==> src/rtl/riscv_pkg.sv <==
// rtl/riscv_pkg.sv - shared RV32 core constants: ALU op codes, forward selects, datapath width
package riscv_pkg;

    localparam int XLEN_DEF = 32;

    localparam logic [2:0] ALU_ADD = 3'b000;
    localparam logic [2:0] ALU_SUB = 3'b001;
    localparam logic [2:0] ALU_AND = 3'b010;
    localparam logic [2:0] ALU_OR  = 3'b011;
    localparam logic [2:0] ALU_SLT = 3'b101;

    localparam logic [1:0] FWD_RF  = 2'b00;
    localparam logic [1:0] FWD_WB  = 2'b01;
    localparam logic [1:0] FWD_MEM = 2'b10;

endpackage

==> src/rtl/alu.sv <==
// rtl/alu.sv - combinational RV32 ALU with zero flag
module alu
    import riscv_pkg::*;
#(
    parameter int XLEN = XLEN_DEF
) (
    input  logic [XLEN-1:0] a,
    input  logic [XLEN-1:0] b,
    input  logic [2:0]      ctrl,
    output logic [XLEN-1:0] result,
    output logic            zero
);

    logic lt;

    always_comb begin
        lt     = ($signed(a) < $signed(b));
        result = '0;
        case (ctrl)
            ALU_ADD: result = a + b;
            ALU_SUB: result = a - b;
            ALU_AND: result = a & b;
            ALU_OR:  result = a | b;
            ALU_SLT: result = {{(XLEN-1){1'b0}}, lt};
            default: result = '0;
        endcase
    end

    assign zero = (result == '0);

endmodule

==> src/rtl/execute_cycle.sv <==
// rtl/execute_cycle.sv - EX stage: forwarding, ALU, beq resolve, wrong-path squash, EX/MEM register
module execute_cycle
    import riscv_pkg::*;
#(
    parameter int XLEN     = XLEN_DEF,
    parameter int SQUASH_N = 2
) (
    input  logic            clk,
    input  logic            rst,
    input  logic            RegWriteE,
    input  logic            ALUSrcE,
    input  logic            MemWriteE,
    input  logic            ResultSrcE,
    input  logic            BranchE,
    input  logic [2:0]      ALUControlE,
    input  logic [XLEN-1:0] RD1_E,
    input  logic [XLEN-1:0] RD2_E,
    input  logic [XLEN-1:0] Imm_Ext_E,
    input  logic [4:0]      RD_E,
    input  logic [XLEN-1:0] PCE,
    input  logic [XLEN-1:0] PCPlus4E,
    input  logic [1:0]      ForwardAE,
    input  logic [1:0]      ForwardBE,
    input  logic [XLEN-1:0] ResultW,
    output logic            PCSrcE,
    output logic [XLEN-1:0] PCTargetE,
    output logic            RegWriteM,
    output logic            MemWriteM,
    output logic            ResultSrcM,
    output logic [4:0]      RD_M,
    output logic [XLEN-1:0] ALUResultM,
    output logic [XLEN-1:0] WriteDataM,
    output logic [XLEN-1:0] PCPlus4M
);

    localparam int SQW = (SQUASH_N < 1) ? 1 : $clog2(SQUASH_N + 1);

    logic [XLEN-1:0] src_a;
    logic [XLEN-1:0] fwd_b;
    logic [XLEN-1:0] src_b;
    logic [XLEN-1:0] alu_result;
    logic            zero;
    logic [SQW-1:0]  sq_cnt;
    logic            kill;

    // ALUResultM doubles as the MEM-stage forwarding source.
    always_comb begin
        src_a = RD1_E;
        case (ForwardAE)
            FWD_WB:  src_a = ResultW;
            FWD_MEM: src_a = ALUResultM;
            default: src_a = RD1_E;
        endcase
    end

    always_comb begin
        fwd_b = RD2_E;
        case (ForwardBE)
            FWD_WB:  fwd_b = ResultW;
            FWD_MEM: fwd_b = ALUResultM;
            default: fwd_b = RD2_E;
        endcase
    end

    assign src_b = ALUSrcE ? Imm_Ext_E : fwd_b;

    alu #(
        .XLEN(XLEN)
    ) u_alu (
        .a      (src_a),
        .b      (src_b),
        .ctrl   (ALUControlE),
        .result (alu_result),
        .zero   (zero)
    );

    // A beq sitting in a squash slot is itself wrong-path and must not redirect fetch.
    assign kill      = (sq_cnt != '0);
    assign PCSrcE    = BranchE & zero & ~kill;
    assign PCTargetE = PCE + Imm_Ext_E;

    always_ff @(posedge clk or posedge rst) begin
        if (rst) begin
            sq_cnt <= '0;
        end else if (PCSrcE) begin
            sq_cnt <= SQW'(SQUASH_N);
        end else if (sq_cnt != '0) begin
            sq_cnt <= sq_cnt - SQW'(1);
        end
    end

    always_ff @(posedge clk or posedge rst) begin
        if (rst) begin
            RegWriteM  <= 1'b0;
            MemWriteM  <= 1'b0;
            ResultSrcM <= 1'b0;
            RD_M       <= '0;
            ALUResultM <= '0;
            WriteDataM <= '0;
            PCPlus4M   <= '0;
        end else begin
            RegWriteM  <= RegWriteE & ~kill;
            MemWriteM  <= MemWriteE & ~kill;
            ResultSrcM <= ResultSrcE;
            RD_M       <= RD_E;
            ALUResultM <= alu_result;
            WriteDataM <= fwd_b;
            PCPlus4M   <= PCPlus4E;
        end
    end

endmodule

==> config.mk <==
export PLATFORM = sky130hd
export DESIGN_NAME = execute_cycle
export DESIGN_NICKNAME = d
export VERILOG_FILES = /design/src/rtl/riscv_pkg.sv /design/src/rtl/alu.sv /design/src/rtl/execute_cycle.sv
export SDC_FILE = /design/constraint.sdc
export NUM_CORES = 1
export LEC_CHECK = 0
export CORE_MARGIN = 2
export CORE_UTILIZATION = 46
export DETAILED_ROUTE_END_ITERATION = 12
export GPL_TIMING_DRIVEN = 0
export MAX_ROUTING_LAYER = met4
export PLACE_DENSITY_LB_ADDON = 0.1
export SETUP_SLACK_MARGIN = 0.3
export SLEW_MARGIN = 15
export SYNTH_ARGS = -nofsm -noshare
export SYNTH_HDL_FRONTEND = slang
export SYNTH_HIERARCHICAL = 1
export SYNTH_SLANG_ARGS = --single-unit
==> constraint.sdc <==
create_clock -name clk -period 10.4 [get_ports clk]
set_clock_uncertainty 0.05 [all_clocks]
set_input_delay 2.08 -clock clk [delete_from_list [all_inputs] [get_ports clk]]
set_output_delay 2.08 -clock clk [all_outputs]
set_load 0.05 [all_outputs]
After elaboration in Yosys (flattened, before gate mapping):

Index checks and enable logic that the tools add are counted.

* register bits: 106
* bits of input ports: 211
* output and inout port bits: 137
* word-level logic and storage cells: 38

* add/sub/neg operators: 4
* order comparisons: 1
* equal/unequal tests: 8
* mux-type cells: 6
* bitwise logic cells: 7
* reduce and logical (&&, ||, !) cells: 4

Operators by type and width (count)
* $pmux W32 S5: 1
* $pmux W32 S2: 2
* $add A32 B32 Y32: 2
* $and A32 B32 Y32: 1
* $logic_not A32 Y1: 1
* $lt A32 B32 Y1: 1
* $mux W32: 1
* $or A32 B32 Y32: 1
* $sub A32 B32 Y32: 1
* $eq A3 B2 Y1 const B: 2
* $and A1 B1 Y1: 4
* $eq A2 B1 Y1 const B: 2
* $eq A2 B2 Y1 const B: 2
* $mux W2: 2
* $reduce_bool A2 Y1: 2
* $eq A3 B1 Y1 const B: 1
* $eq A3 B3 Y1 const B: 1
* $logic_not A3 Y1: 1
* $sub A2 B1 Y2 const B: 1
* $not A1 Y1: 1

Depth between registers and ports, before layout:

Gate-level depths: netlist (run 1).

* depth after elaboration: 9
* gate-level depth with buffers: 25
* depth with buffers taken out: 23

Modules after synthesis:

The synthesis (run 1) kept the hierarchy.

Modules (own cells, without submodules)
* execute_cycle: times used 1, cells each 652, area an instance 6184.7 um^2, sequential area each 2652.5 um^2
* alu: times used 1, cells each 818, area an instance 5365.1 um^2, sequential area each 0.0 um^2

Least setup slack after synthesis (run 1):

No wires, ideal clock.

* path kind: input port to output port
* start point: input port ForwardBE[0]
* end point: output port PCSrcE
* arrival: 6.537 ns
* data required time: 8.270 ns
* setup slack: 1.733 ns
* stages: 21
* buffers on the path: 3
* path through: inv_1 -> ha_1 -> clkbuf_1 -> clkbuf_1 -> o21ai_0 -> mux2_2 -> inv_1 -> ha_1 -> clkbuf_1 -> or4_1 -> nand3b_1 -> a211oi_2 -> nor4_1 -> nor2_2 -> nand2_1 -> a221oi_1 -> a21o_1 -> or4b_1 -> nor4_1 -> and4bb_1 -> and3_1

* cells in the longest elaborated chain, start to end: 8
* elaborated cells between the ends (all ways): 13
* classes of those cells: add/sub: 2; order compare: 1; eq/ne: 2; mux: 3; bitwise: 4; reduce/logical: 1

RTL lines
* start, declared: RTL line execute_cycle.sv:23 `input logic [1:0] ForwardBE,`
* $eq A2 B2 Y1 or $eq A2 B1 Y1 (tied branches): RTL line execute_cycle.sv:58 `case (ForwardBE)`
* $pmux W32 S2 (*): RTL line execute_cycle.sv:58
* net fwd_b[8]: RTL line execute_cycle.sv:39 `logic [XLEN-1:0] fwd_b;`
* $mux W32 (*): RTL line execute_cycle.sv:65 `assign src_b = ALUSrcE ? Imm_Ext_E : fwd_b;`
* net src_b[8]: RTL line execute_cycle.sv:40 `logic [XLEN-1:0] src_b;`
* $sub A32 B32 Y32, or another cell as far along: RTL line alu.sv:21 `ALU_SUB: result = a - b;`
* $pmux W32 S5 (*): RTL line alu.sv:19 `case (ctrl)`
* $logic_not A32 Y1 (*): RTL line alu.sv:29 `assign zero = (result == '0);`
* net zero: RTL line execute_cycle.sv:42 `logic zero;`
* $and A1 B1 Y1 (*) (2 in a row): RTL line execute_cycle.sv:79 `assign PCSrcE = BranchE & zero & ~kill;`
* end, declared: RTL line execute_cycle.sv:25 `output logic PCSrcE,`

Mark *: on every way through the listed nets, which the timed path passes. The rest lies on a longest branch.

Final worst setup path (run 1):

* start point: input port ForwardAE[0]
* end point: output port PCSrcE

* cells in the longest elaborated chain, start to end: 7
* elaborated cells between the ends (all ways): 12
* classes of those cells: add/sub: 2; order compare: 1; eq/ne: 2; mux: 2; bitwise: 4; reduce/logical: 1

RTL lines
* start, declared: RTL line execute_cycle.sv:22 `input logic [1:0] ForwardAE,`
* $eq A2 B2 Y1 or $eq A2 B1 Y1 (tied branches): RTL line execute_cycle.sv:49 `case (ForwardAE)`
* $pmux W32 S2 (*): RTL line execute_cycle.sv:49
* net src_a[9]: RTL line execute_cycle.sv:38 `logic [XLEN-1:0] src_a;`
* $sub A32 B32 Y32, or another cell as far along: RTL line alu.sv:21
* $pmux W32 S5 (*): RTL line alu.sv:19
* $logic_not A32 Y1 (*): RTL line alu.sv:29
* net zero: RTL line execute_cycle.sv:42
* $and A1 B1 Y1 (*) (2 in a row): RTL line execute_cycle.sv:79

Marks and branches as above.

==> metrics, run 1 <==
P per Cell Area 144.0 nW/um^2; Tcrit/Tclk final 0.9450; CP Launch Type primary input; Max Cap Viol 0; area of the multi-input gates 8379 um^2; initial antenna violation count 5; internal reg-to-reg setup slack 5.26 ns; routed wire length per instance 23.48 um; hold_buf cts 0; CTS root buffer clkbuf_16; synth top area cells dfrtp_1 23%, ha_1 15%, o21ai_0 5.5%; Main synth FF type dfrtp_1; drt via density 6.096; outcome complete, no violations; clock sinks 106; vias in the first global route 12210; Initial Utilization 0.4721; Initial DRT Pass Iterations 7; Layout Nets 2189; clk slew on worst S/H paths 0.08 ns; Worst Path Class, Setup in2out; post-synth top area share 0.2297; worst endpoint required time 8.27 ns; Slowest-stage cell, CP or4_1; fmax 101.7 MHz; first-pass GRT wire length 74.36 mm; design area 16100 um^2; Area Growth Syn to Fin 39.43%; Worst slew margin 0.4498; # IOs 348; Tmin final 9.828 ns; vias 13200; die area 26390 um^2; Core Region 24460 um^2; Worst IR Drop VDD 0.00008552 V; RSZ-0062 raised after global routing false; Synth cell types 92; largest net degree at the start of global routing 63; Ys Warns 6; number of synthesized register bits 106; final total power 2.320 mW; Post-Syn Nets 1827; IO Port Bufs 346; CTS tree yes; final setup violating endpoints 0; Placer Congestion 1.102; most used cell, CP ha_1; DR iter-0 viols 1296; Register Area 2653 um^2; GR Util All Layers 0.3825; Synth async-reset ratio 1.000; Post-Syn Instances 1470; sequential fraction of the synthesis area 0.2297; CTS buffer count 9; Worst EP arrival 7.70 ns; Die Span X 162.5 um; Worst-Skew Late Latency 0.37 ns; Final ANT Viol Nets 0; worst hold slack 0.4519 ns; final WL 50.86 mm; Slew @ Worst Pin 0.8222 ns; Rows 57; filler cell count 2120; Hold Crit Class reg2reg; Leak 6.945 nW; Max Slew Vio Count 0; Hold Fails Final Rpt 0; CP cell instances clkdlybuf4s50_1 -> ha_1 -> clkbuf_1 -> a22oi_1 -> o21ai_2 -> inv_1 -> ha_1 -> or4_1 -> nand3b_1 -> a211oi_2 -> nor4_1 -> nor2_2 -> nand2_1 -> a221oi_1 -> a21o_1 -> or4b_1 -> nor4_2 -> and4bb_2 -> and3_1 -> buf_4; Worst setup EP type output pin; synthesized cell area 11550 um^2; grt ovf 0; die height 162.5 um; Max Buffers Root-to-Sink 2; critical-path maximum fanout 10; Post-DP Area 15450 um^2; Mean Syn Cell Area 7.857 um^2; slowest stage delay, CP 0.60 ns; depth of the CTS H-tree 3; dpl hpwl 42.23 mm; DRC 0; layout cells sized above 1 0.09853; leading area contributor after synthesis dfrtp_1; EDFF count, synth 0
==> area by class of cell <==
class	instances	area share
clock inverter	7	0.006449
inverter	108	0.02548
sequential	106	0.1647
timing repair buffer	351	0.2188
multi-input combinational	1176	0.5203
tap	324	0.02517
clock buffer	9	0.01398
buffer	80	0.02432
antenna	5	0.0007769
==> cell usage in the layout (no fill, tap or decap), types with 7 or more instances in the layout <==
master             n
nor2_1           122
clkbuf_16          9
a21oi_1          111
dfrtp_1          106
o31ai_1            8
a31oi_1            9
buf_2             23
nand3_1           31
clkbuf_1          24
a211oi_2           9
inv_1            106
nor4_1            10
nor2b_1           16
clkdlybuf4s50_1  343
a21o_1            29
nand2b_1           7
o21ai_2           11
nand2_1          152
nand4_1           13
buf_4              8
xor2_1            14
and3_1            11
o21ai_0          102
nor3_1            16
xnor2_1           34
mux2_2            33
o21bai_1           7
a211oi_1          17
ha_1             140
o22ai_1           10
o21ai_1           19
a22oi_1           67
clkbuf_2          17
o211ai_1          22
a221oi_1           7
==> power breakdown <==
group          leakage (nW)  switching (mW)  internal, mW
Sequential             1.31          0.0343         0.462
Combinational          5.48           0.918         0.515
Clock                 0.161           0.174         0.215
Total                  6.95            1.13          1.19
==> routing by layer <==
metal / part of all wire / GRT usage / vias to the layer above
met5: 0 / - / -
met4: 0.030 / 0.1138 / 0
met3: 0.079 / 0.03998 / 87
met2: 0.48 / 0.6449 / 682
met1: 0.41 / 0.4870 / 6368
li1: - / - / 6067
==> critical path: cells and delay by family <==
kind	cells	cell delay (ns)
AND/OR/NAND/NOR	9	2.48
AO/OA/AOI/OAI	5	1.22
buffers and inverters	4	1.16
adder cells (fa/ha/maj)	2	0.74
==> Yosys cell counts (16+ instances only) <==
master / number
a211oi_1: 19
a21oi_1: 111
nand3_1: 32
mux2_2: 34
a21o_1: 29
o21ai_0: 126
nor3_1: 16
ha_1: 143
inv_1: 107
nand2_1: 152
nor2b_1: 16
clkbuf_1: 49
a22oi_1: 68
buf_2: 20
dfrtp_1: 106
nor2_1: 122
xnor2_1: 34
o211ai_1: 22
==> cells by family after synthesis <==
group	after synthesis	share of synthesized area
adder cells (fa/ha/maj)	146	0.1601
buffers and inverters	188	0.06500
AND/OR/NAND/NOR	425	0.1712
XOR/XNOR	48	0.03640
AO/OA/AOI/OAI	519	0.3000
flip-flops	106	0.2297
multiplexers	38	0.03770
==> sequential cells by signal, indices dropped and copies added (netlist names) <==
signal and count:
RD_M 5, PCPlus4M 32, ResultSrcM 1, sq_cnt 2, WriteDataM 32, ALUResultM 32, MemWriteM 1, RegWriteM 1
==> worst paths after layout <==
kind / cells past startpoint / startpoint / end
setup / recovery: 20 / ForwardAE[0] / PCSrcE
hold / removal: 1 / sq_cnt[0]$_DFFE_PP0P_ / sq_cnt[0]$_DFFE_PP0P_
setup reg to reg: 21 / ALUResultM[0]$_DFF_PP0_ / sq_cnt[1]$_DFFE_PP0P_
hold reg to reg: 1 / sq_cnt[0]$_DFFE_PP0P_ / sq_cnt[0]$_DFFE_PP0P_
max in group asynchronous: 3 / rst / ALUResultM[29]$_DFF_PP0_
min in group asynchronous: 2 / rst / RD_M[4]$_DFF_PP0_
==> through the flow <==
stage | util | worst slack (ns) | instances | TNS, ns
floorplan | - | 1.733 | 1470 | 0
global placement | 0.6303 | -0.6708 | 2140 | -0.6708
detailed placement | 0.6316 | -0.6927 | 2141 | -0.6927
CTS | 0.6496 | 0.3000 | 2157 | 0
global route | 0.6583 | 0.3140 | 2166 | 0
finish | 0.6583 | 0.5715 | 2166 | 0
==> timing repair <==
item	CTS	global route
setup endpoints to repair	1	1
pin swaps	1	7
gates cloned	0	0
buffers inserted	0	4
gates resized for setup	48	79
(Power assumes the default switching activity.)
==> run 2, diff against run 1 <==
--- a/config.mk
+++ b/config.mk
@@ -12,8 +12,8 @@
 export MAX_ROUTING_LAYER = met4
 export PLACE_DENSITY_LB_ADDON = 0.1
 export SETUP_SLACK_MARGIN = 0.3
+export SKIP_LAST_GASP = 1
 export SLEW_MARGIN = 15
 export SYNTH_ARGS = -nofsm -noshare
 export SYNTH_HDL_FRONTEND = slang
-export SYNTH_HIERARCHICAL = 1
 export SYNTH_SLANG_ARGS = --single-unit
==> run 2 against run 1 <==
Against the previous run: die area decreased by 1.7%; core utilization decreased by 0.58 points; register-to-register slack worse by 0.22 ns; non-clock buffer count is 4 higher; hold slack improved by 0.021 ns; synthesized cell count grew 0.61%.
==> metrics, run 2 <==
worst hold slack 0.4730 ns (+0.02116 ns); Hold Crit Class reg2reg; Initial DRT Pass Iterations 6 (-1); Worst-Skew Late Latency 0.37 ns (about the same); die area 25950 um^2 (-1.7%); Placer Congestion 1.029 (-6.6%); IO Port Bufs 345 (-0.29%); Tmin final 9.921 ns (+0.09259 ns); GRT met2 Usage 0.5892 (-0.05572); Worst setup EP type output pin; Max Slew Vio Count 0 (unchanged); routed wire length per instance 22.10 um (-5.9%); worst endpoint required time 8.27 ns (about the same); fmax 100.8 MHz (-0.93%); sequential fraction of the synthesis area 0.2337 (+0.003999); critical-path maximum fanout 10 (unchanged); Hold Fails Final Rpt 0 (unchanged); largest net degree at the start of global routing 69 (+9.5%); CTS tree yes; most frequent cells in the layout 344 x clkdlybuf4s50_1, 145 x inv_1, 142 x nand2_1; number of synthesized register bits 106 (unchanged); Register Area 2653 um^2 (unchanged); final WL 48.02 mm (-5.6%); Area Growth Syn to Fin 39.38% (about the same); Synth cell types 89 (-3.3%); Post-Syn Instances 1479 (+0.61%); clock sinks 106 (unchanged); Mean Syn Cell Area 7.676 um^2 (-2.3%); grt peak-use layer met2; most common cell after layout, fill and taps aside clkdlybuf4s50_1; grt ovf 0 (unchanged); Worst IR Drop VDD 0.00007067 V (-17%); DR iter-0 viols 1356 (+4.6%); commonest cells in the netlist 146 x inv_1, 143 x ha_1, 142 x nand2_1, 125 x a21oi_1; largest registers ALUResultM (32), PCPlus4M (32), WriteDataM (32); Main synth FF type dfrtp_1; CP Launch Type primary input; depth of the CTS H-tree 3 (unchanged); first-pass GRT wire length 72.39 mm (-2.7%); design area 15820 um^2 (-1.7%); Initial Utilization 0.4682 (-0.003987); Die Span X 161.1 um (-0.84%); Final ANT Viol Nets 0 (unchanged); Ys Warns 0 (-6); vias 13100 (-0.80%); most frequent cell after synthesis inv_1; Synth async-reset ratio 1.000 (unchanged); synthesized cell area 11350 um^2 (-1.7%); vias in the first global route 12570 (+2.9%); Core Region 24250 um^2 (-0.87%); layout cells sized above 1 0.06822 (-0.03031); drt via density 6.028 (-1.1%); final total power 2.204 mW (-5.0%); GR Util All Layers 0.3699 (-0.01266); synth top area cells dfrtp_1 23%, ha_1 16%, a21oi_1 5.5%; Worst slew margin 0.3616 (-0.08825); Slew @ Worst Pin 0.9495 ns (+0.1273 ns); Worst EP arrival 7.79 ns (+0.09 ns); CTS buffer count 9 (unchanged); DRC 0 (unchanged); met1 Resource Use GR 0.4652 (-0.02174); Max Buffers Root-to-Sink 2 (unchanged); initial antenna violation count 2 (-3); # IOs 348 (unchanged); hold_buf cts 0 (unchanged); Layout Nets 2199 (+0.46%); Tcrit/Tclk final 0.9540 (+0.008903); clk slew on worst S/H paths 0.08 ns (about the same); final setup violating endpoints 0 (unchanged); area of the multi-input gates 7979 um^2 (-4.8%); Max Cap Viol 0 (unchanged); Post-Syn Nets 1836 (+0.49%); leading area contributor after synthesis dfrtp_1; Post-DP Area 15240 um^2 (-1.3%); Worst Path Class, Setup in2out; dpl hpwl 39.19 mm (-7.2%); Util after Layout 0.6525 (-0.005801); outcome complete, no violations; met3 usage 0.04854 (+0.008557); Leak 7.067 nW (+1.8%); pre-CTS setup slack -1.333 ns (-0.6407 ns); setup ws final 0.4789 ns (-0.09259 ns); post-synth top area share 0.2337 (+0.003999); EDFF count, synth 0 (unchanged); RSZ-0062 raised after global routing false; die height 161.1 um (-0.84%); filler cell count 2155 (+1.7%); Rows 57 (unchanged); P per Cell Area 139.3 nW/um^2 (-3.3%); CTS root buffer clkbuf_16
[run 2: cell families after synthesis]
| kind of cell | after synthesis | synth area share |
|---|---|---|
| AOI/OAI and AO/OA | 511 | 0.2984 |
| xor gates and xnor gates | 50 | 0.03858 |
| adders and majority gates | 146 | 0.1629 |
| buffers and inverters | 230 | 0.07991 |
| DFF | 106 | 0.2337 |
| muxes | 14 | 0.01257 |
| and+or+nand+nor | 422 | 0.1740 |
[run 2: final cells by class]
type	instances	area share
flip-flops and latches	106	0.1676
inverters	147	0.03519
repair buffers	352	0.2227
plain buffers	83	0.02523
multi-input cells	1143	0.5043
clock inverters	6	0.004586
diodes	2	0.0003163
clock buffers	10	0.01447
well taps	324	0.02562
[run 2: routing by layer]
layer,vias up,part of all wire
li1,5986,-
met1,6190,0.40
met2,761,0.46
met3,161,0.079
met4,0,0.058
met5,-,0
[run 2: path summary, 6_finish.rpt]
path / from / end / slack [ns] / cells past startpoint
worst max-delay path: ForwardBE[0] / PCSrcE / 0.48 / 24
worst min-delay path: sq_cnt[1]$_DFFE_PP0P_ / sq_cnt[1]$_DFFE_PP0P_ / 0.47 / 2
worst max register to register: ALUResultM[0]$_DFF_PP0_ / sq_cnt[1]$_DFFE_PP0P_ / 5.04 / 20
worst min register to register: sq_cnt[1]$_DFFE_PP0P_ / sq_cnt[1]$_DFFE_PP0P_ / 0.47 / 2
max in group asynchronous: rst / ALUResultM[11]$_DFF_PP0_ / 7.56 / 3
min in group asynchronous: rst / PCPlus4M[27]$_DFF_PP0_ / 2.04 / 2
[run 2: what timing repair did]
| item | 4_1_cts | 5_1_grt |
|---|---|---|
| pin swaps | 1 | 8 |
| resized for setup | 50 | 59 |
| buffers inserted | 2 | 4 |
| setup endpoints to repair | 1 | 1 |
| endpoints found under the hold margin | 0 | 0 |
[run 2: worst max-delay path: stages]
cell	delay, ns
clkdlybuf4s50_1	0.49
inv_1	0.06
ha_1	0.28
clkbuf_4	0.19
clkbuf_4	0.21
nor2_1	0.19
a21oi_2	0.07
o21ai_2	0.35
ha_1	0.32
clkbuf_2	0.21
inv_1	0.19
o311a_4	0.26
o2111ai_4	0.17
o211ai_4	0.29
mux2i_1	0.21
o211ai_1	0.19
or4_4	0.60
nor4b_4	0.40
and4_1	0.27
nand4_1	0.10
buf_4	0.17
nor3_2	0.13
and2_1	0.15
buf_4	0.19
[run 2: power breakdown]
part / switching [mW] / total (mW) / internal, mW
clock network: 0.181 / 0.372 / 0.191
logic: 0.854 / 1.34 / 0.483
registers: 0.0355 / 0.495 / 0.460
total: 1.07 / 2.20 / 1.13
[run 2: through the flow]
stage               TNS (ns)  cells
floorplan                  0   1479
global placement      -1.260   2148
detailed placement    -1.333   2149
CTS                        0   2167
global route               0   2173
finish                     0   2173
